===== config.mk =====
export PLATFORM = sky130hd
export DESIGN_NAME = mux_read_arbiter
export DESIGN_NICKNAME = d
export VERILOG_FILES = /design/src/rtl/mux_read_arbiter.sv
export SDC_FILE = /design/constraint.sdc
export NUM_CORES = 1
export LEC_CHECK = 0
export ABC_AREA = 1
export CORE_MARGIN = 2
export CORE_UTILIZATION = 42
export DETAILED_ROUTE_END_ITERATION = 12
export GPL_TIMING_DRIVEN = 0
export PLACE_DENSITY_LB_ADDON = 0.1
export SLEW_MARGIN = 20
export SYNTH_ARGS = -nofsm -noshare
export SYNTH_HDL_FRONTEND = slang
export SYNTH_SLANG_ARGS = --single-unit

===== constraint.sdc =====
create_clock -name clock -period 2.7 [get_ports clock]
set_input_delay 0.405 -clock clock [delete_from_list [all_inputs] [get_ports clock]]
set_output_delay 0.405 -clock clock [all_outputs]
set_load 0.02 [all_outputs]

===== src/rtl/mux_read_arbiter.sv =====
// Round-robin arbiter sharing one select-driven word mux between NUM_REQ readers.
// Two stages: grant/select register, then captured response with valid/ready hold.
module mux_read_arbiter #(
    parameter int NUM_REQ    = 4,
    parameter int DATA_WIDTH = 32,
    parameter int SEL_WIDTH  = 5,
    parameter int ID_WIDTH   = 2
) (
    input  logic                           clock,
    input  logic                           reset_n,
    input  logic [NUM_REQ-1:0]             req,
    input  logic [NUM_REQ*SEL_WIDTH-1:0]   req_sel,
    output logic [NUM_REQ-1:0]             grant,
    output logic [SEL_WIDTH-1:0]           mux_select,
    input  logic [DATA_WIDTH-1:0]          mux_data,
    output logic                           rsp_valid,
    input  logic                           rsp_ready,
    output logic [ID_WIDTH-1:0]            rsp_id,
    output logic [DATA_WIDTH-1:0]          rsp_data
);

    localparam int PTR_W = (NUM_REQ > 1) ? $clog2(NUM_REQ) : 1;
    localparam logic [PTR_W:0] NUM_REQ_W = (PTR_W + 1)'(NUM_REQ);
    localparam logic [PTR_W-1:0] LAST_IDX = PTR_W'(NUM_REQ - 1);

    logic [PTR_W-1:0]      prio_ptr_q, prio_ptr_d;
    logic                  s1_valid_q, s1_valid_d;
    logic [SEL_WIDTH-1:0]  sel_q, sel_d;
    logic [ID_WIDTH-1:0]   id_q, id_d;
    logic                  rsp_valid_q, rsp_valid_d;
    logic [ID_WIDTH-1:0]   rsp_id_q, rsp_id_d;
    logic [DATA_WIDTH-1:0] rsp_data_q, rsp_data_d;

    logic                  found;
    logic [PTR_W-1:0]      win_idx;
    logic [PTR_W:0]        scan_idx;
    logic [SEL_WIDTH-1:0]  win_sel;
    logic                  s1_adv;
    logic                  s2_adv;
    logic                  accept;

    assign s2_adv = !rsp_valid_q || rsp_ready;
    assign s1_adv = !s1_valid_q || s2_adv;

    // Scan starts at the priority pointer and wraps; first pending request wins.
    always_comb begin
        found    = 1'b0;
        win_idx  = '0;
        scan_idx = '0;
        for (int k = 0; k < NUM_REQ; k++) begin
            scan_idx = {1'b0, prio_ptr_q} + (PTR_W + 1)'(k);
            if (scan_idx >= NUM_REQ_W) begin
                scan_idx = scan_idx - NUM_REQ_W;
            end
            if (!found && req[scan_idx[PTR_W-1:0]]) begin
                found   = 1'b1;
                win_idx = scan_idx[PTR_W-1:0];
            end
        end
    end

    always_comb begin
        win_sel = '0;
        for (int i = 0; i < NUM_REQ; i++) begin
            if (win_idx == PTR_W'(i)) begin
                win_sel = req_sel[i*SEL_WIDTH +: SEL_WIDTH];
            end
        end
    end

    assign accept = found && s1_adv && reset_n;

    always_comb begin
        grant = '0;
        for (int i = 0; i < NUM_REQ; i++) begin
            grant[i] = accept && (win_idx == PTR_W'(i));
        end
    end

    always_comb begin
        prio_ptr_d  = prio_ptr_q;
        s1_valid_d  = s1_valid_q;
        sel_d       = sel_q;
        id_d        = id_q;
        rsp_valid_d = rsp_valid_q;
        rsp_id_d    = rsp_id_q;
        rsp_data_d  = rsp_data_q;

        if (s2_adv) begin
            rsp_valid_d = s1_valid_q;
            if (s1_valid_q) begin
                rsp_data_d = mux_data;
                rsp_id_d   = id_q;
            end
        end

        // Select is left untouched when stage 1 drains so the shared mux stays quiet.
        if (s1_adv) begin
            s1_valid_d = accept;
            if (accept) begin
                sel_d      = win_sel;
                id_d       = ID_WIDTH'(win_idx);
                prio_ptr_d = (win_idx == LAST_IDX) ? '0 : win_idx + PTR_W'(1);
            end
        end
    end

    always_ff @(posedge clock or negedge reset_n) begin
        if (!reset_n) begin
            prio_ptr_q  <= '0;
            s1_valid_q  <= 1'b0;
            sel_q       <= '0;
            id_q        <= '0;
            rsp_valid_q <= 1'b0;
            rsp_id_q    <= '0;
            rsp_data_q  <= '0;
        end else begin
            prio_ptr_q  <= prio_ptr_d;
            s1_valid_q  <= s1_valid_d;
            sel_q       <= sel_d;
            id_q        <= id_d;
            rsp_valid_q <= rsp_valid_d;
            rsp_id_q    <= rsp_id_d;
            rsp_data_q  <= rsp_data_d;
        end
    end

    assign mux_select = sel_q;
    assign rsp_valid  = rsp_valid_q;
    assign rsp_id     = rsp_id_q;
    assign rsp_data   = rsp_data_q;

    a_grant_onehot0 : assert property (@(posedge clock) disable iff (!reset_n)
        $onehot0(grant));

    a_sel_stable : assert property (@(posedge clock) disable iff (!reset_n)
        (s1_valid_q && !s2_adv) |=> $stable(sel_q));

    a_rsp_hold : assert property (@(posedge clock) disable iff (!reset_n)
        (rsp_valid_q && !rsp_ready) |=> (rsp_valid_q && $stable(rsp_data_q) && $stable(rsp_id_q)));

endmodule


==> Yosys cells after proc, flatten, opt, wreduce, memory -nomap -nowiden <==
Index checks and enable logic that the tools add are counted.
{ "word_totals": {"wordCells": 70, "ff_bits": 45} }
{ "classes": {"n_eq_ne": 3, "magnitude_cmp": 8, "n_addsub": 8, "mux": 25, "reduce_logical": 19} }
{ "ops": {"columns": ["op", "n"], "rows": [
  ["5-bit 2-to-1 mux", 4],
  ["2-bit 2-to-1 mux", 9],
  ["2-bit by 3-bit < comparator with 1-bit output, second input constant", 4],
  ["3-bit greater-or-equal comparator, second input constant", 3],
  ["1-bit logical AND", 9],
  ["1-bit binary-select mux with 2-bit select", 4],
  ["1-bit 2-to-1 mux", 8],
  ["2-bit by 1-bit subtractor with 2-bit output, second input constant", 4],
  ["2-bit by 2-bit adder with 3-bit output, second input constant", 2],
  ["1-bit zero test", 5],
  ["2-bit equality test, second input constant", 2],
  ["2-bit AND reduction", 2],
  ["2-bit by 1-bit adder with 3-bit output, second input constant", 1],
  ["2-bit by 3-bit greater-or-equal comparator with 1-bit output, second input constant", 1],
  ["2-bit by 1-bit adder with 2-bit output, second input constant", 1],
  ["2-bit by 1-bit equality test with 1-bit output, second input constant", 1],
  ["2-bit zero test", 1],
  ["1-bit logical OR", 2]
]} }

==> Longest topological paths before layout <==
{ "depth": {"depth_word": 19, "ltp_mapped": 18, "depth_no_buf": 18} }

==> Worst setup path before layout <==
Ideal clock, no wire load.
{ "synth_timing": {"kind": "register to output", "startpoint": "reg prio_ptr_q[0]", "endpoint": "out grant[3]", "arrival_time_ns": 1.981, "path_buffers": 2, "stages_incl_launch_ff": 13, "required_ns": 2.295, "setup_slack_ns": 0.314, "cell_sequence": "dfrtp_1 > buf_6 > nand2_2 > nand2_1 > o21ai_2 > nand3_1 > nand3_1 > nand3_1 > inv_1 > ha_1 > clkbuf_1 > inv_1 > nor2_1"} }
{ "synth_lines": {"columns": ["item", "line", "source"], "rows": [
  ["from (decl)", "26", "logic [PTR_W-1:0] prio_ptr_q, prio_ptr_d;"],
  ["from (signal assigned)", "118", "prio_ptr_q <= prio_ptr_d;"],
  ["branches (longest 13 deep; another with 2-bit by 1-bit adder with 3-bit output)", null, null],
  ["2-bit 2-to-1 mux *", "55", "if (!found && req[scan_idx[PTR_W-1:0]]) begin"],
  ["net win_idx[0]", "35", "logic [PTR_W-1:0] win_idx;"],
  ["2-bit equality test *", "76", "grant[i] = accept && (win_idx == PTR_W'(i));"],
  ["1-bit logical AND *", "76", null],
  ["to (decl)", "13", "output logic [NUM_REQ-1:0] grant,"]
]} }
Mark *: on every way through the listed nets, which the timed path passes. The select of a mux whose other input is x is not followed.

==> Final worst setup path <==
{ "layout_timing": {"startpoint": "in req[2]", "endpoint": "out grant[2]"} }
{ "layout_lines": {"columns": ["item", "line", "source"], "rows": [
  ["from (decl)", "11", "input logic [NUM_REQ-1:0] req,"],
  ["1-bit binary-select mux with 2-bit select", "55", null],
  ["1-bit 2-to-1 mux (not written as such)", "55", null],
  ["1-bit 2-to-1 mux", "55", null],
  ["1-bit zero test", "55", null],
  ["1-bit logical AND", "55", null],
  ["1-bit 2-to-1 mux", "55", null],
  ["1-bit zero test", "55", null],
  ["1-bit logical AND", "55", null],
  ["1-bit 2-to-1 mux", "55", null],
  ["1-bit zero test", "55", null],
  ["1-bit logical AND", "55", null],
  ["2-bit 2-to-1 mux *", "55", null],
  ["net win_idx[1]", "35", null],
  ["2-bit equality test *", "76", null],
  ["1-bit logical AND *", "76", null]
]} }
The timed path passes the listed nets; every way through them passes the cells marked *. The select of a mux whose other input is x is not followed.

==> flow_metrics.tcl <==
set metrics [dict create \
    status "completed" \
    diodes 0 \
    p_per_area_nw_per_um2 1320 \
    nets 397 \
    route.detailed.drc 0 \
    synthArstFlopShare_pct 100 \
    hold_viol_final 0 \
    path_class "input port to output port" \
    design_area_sq_um 3630 \
    worst_pin_slew_ns 0.615 \
    power_leakage_nw 1.62 \
    area_delta_synth_final_pct 58.3 \
    vias 1885 \
    cts_tree "done" \
    syn_nets 283 \
    synth-seq-cells 45 \
    crit_fanout 6 \
    first_global_vias 1882 \
    gp_congestion 0.821 \
    io_pins 103 \
    ant_nets 0 \
    overflow 0 \
    finClkSkew_ns 0.00512 \
    synth_compound_area_share_pct 4.91 \
    ys_seq_area_share_pct 49.1 \
    grt_use_total_pct 17.5 \
    netlist_instances 220 \
    wirelength_um 5050 \
    synthTopCellsByArea "dfrtp_1, mux2_2, nand2_1" \
    grt_max_degree 48 \
    cts-root-buf "clkbuf_8" \
    yosys.area_share.adder_pct 2.18 \
    synth_warnings 0 \
    rows 26 \
    grtUsageMet2_pct 27.9 \
    synth.largest_area_cell "dfrtp_1" \
    ctsHoldBuffers 0 \
    period_share_pct 95.7 \
    grt_pass1_wl_um 8470 \
    placed_area_sq_um 3400 \
    start_util_pct 44.3 \
    insertion_delay_ns 0.30 \
    netlist_area_sq_um 2290 \
    hp-class "input port to async pin" \
    crit_path_start_kind "input port" \
    layout-drive-gt1-share_pct 31.0 \
    power_mw 4.81 \
    holdWs_ns 0.113 \
    synth-edff-count 0 \
    setup_viol 0 \
    cts.sink_count 45 \
    port_buffers 102 \
    drtIter0Drc 25 \
    synth_cell_type_count 22 \
    use_met3_pct 4.42 \
    core_area_sq_um 5170 \
    synth_most_common_cell "nand2_1" \
    via_per_inst 4.65 \
    fmax_mhz 387 \
    dp_hpwl_um 3690 \
    die_width_um 77.9 \
    synthSimpleGateAreaFrac_pct 22.1 \
    cp-end-kind "output port" \
    min_period_ns 2.59 \
    synth_top_area_share_pct 49.1 \
    cts.htree.levels 2 \
    cts_max_path_buffers 2 \
    cp_data_required_time_ns 2.30 \
    postSynthAreaPerCell_sq_um 10.4 \
    synthFlopType "dfrtp_1" \
    die_y_um 77.9 \
    maxSlewHeadroom_pct 59.0 \
    wl_per_cell_um 12.5 \
    muxShareOfSynthArea_pct 16.7 \
    top_usage_layer "met2" \
    instances_no_fill 405 \
    dieArea_sq_um 6060 \
    cts_made_buffers 5 \
    synth_xor_xnor_area_share_pct 0 \
    slew_viol_final 0 \
    dp_cells 392 \
    grt_use_met1_pct 22.6 \
    ir_worst_vdd_mv 0.972 \
    antenna_found_initial 0 \
    synth_top_family_by_area "simple AND/OR/NAND/NOR gates" \
    yosys-top-cells-count "nand2_1, dfrtp_1, mux2_2" \
    clk_pin_slew_worst_paths_ns 0.08 \
    maxCapViolations 0 \
    rr_worst_depth 16 \
    first_pass_iters 4 \
    fill_cells 394 \
    cp.arrival_ns 2.18 \
    finalSetupTns_ns 0 \
]
## cell usage in the layout (no fill, tap or decap), types with 5 or more instances in the layout
master,Yosys,final
nand3_2,2,6
clkbuf_8,0,6
mux2_2,34,34
buf_4,0,11
clkdlybuf4s50_1,0,97
a21oi_1,5,5
inv_1,14,11
nand2_4,5,6
nand2_1,53,49
dfrtp_1,45,45
o21ai_0,13,13
nand2_2,14,17
nor2_1,6,5
## worst paths after layout
check,from,end,slack (ns)
min in group clock,s1_valid_q,rsp_valid,0.48
max reg2reg,prio_ptr_q[0],mux_select[3],0.35
max in group asynchronous,reset_n,rsp_data[21],2.17
min,reset_n,rsp_data[27],0.11
min reg2reg,s1_valid_q,rsp_valid,0.48
max,req[2],grant[2],0.11
## cell type report
class | count | area (sq um) | area share [%]
Multi-Input combinational cell | 152 | 1150 | 31.6
Sequential cell | 45 | 1130 | 31.0
Buffer | 5 | 46.3 | 1.28
Inverter | 17 | 71.3 | 1.97
Timing Repair Buffer | 108 | 1050 | 29.0
Clock buffer | 6 | 82.6 | 2.28
Clock inverter | 2 | 13.8 | 0.379
Tap cell | 70 | 87.6 | 2.41
## critical path, cell delays in order
cell,delay [ns]
clkdlybuf4s50_1,0.43
inv_1,0.07
nand2_1,0.09
nand3_2,0.09
nand2_2,0.11
nor2_8,0.15
nand3_1,0.10
nand3_2,0.12
nand2_4,0.08
inv_4,0.08
ha_4,0.16
inv_4,0.05
nor2_1,0.10
buf_4,0.14
## per-layer routing
metal,share of wire (%),wire length [um]
met5,0,0
met4,1.6,83
met3,6.4,324
met2,47,2370
met1,45,2280
## stage by stage
step	util, %	setup WS (ns)
6_report	70.2	0.115
3_5_place_dp	65.7	-0.799
3_3_place_gp	65.7	-1.42
2_1_floorplan	-	0.314
5_1_grt	70.2	-0.00124
4_1_cts	68.5	0.0109
## state kept, by name, summed over array words and instances, names as in the netlist
register	count
id_q	2
mux_select	5
rsp_data	32
rsp_id	2
s1_valid_q	1
prio_ptr_q	2
rsp_valid	1
## power by group
group / switching, mW / internal (mW)
logic: 1.71 / 1.52
clock network: 0.230 / 0.208
registers: 0.151 / 0.989
## repair_timing
action / CTS / global route
cloned: 0 / 0
pin swaps: 3 / 5
buffers inserted: 1 / 5
gates resized for setup: 28 / 17
endpoints found under the setup margin: 4 / 9
## kinds of logic after synthesis
logic type,after synthesis
and+or+nand+nor,93
DFF,45
muxes,34
buffers and inverters,23
AOI/OAI and AO/OA,21
adders and majority gates,4
Note: power is estimated with default switching activity, not from simulation.
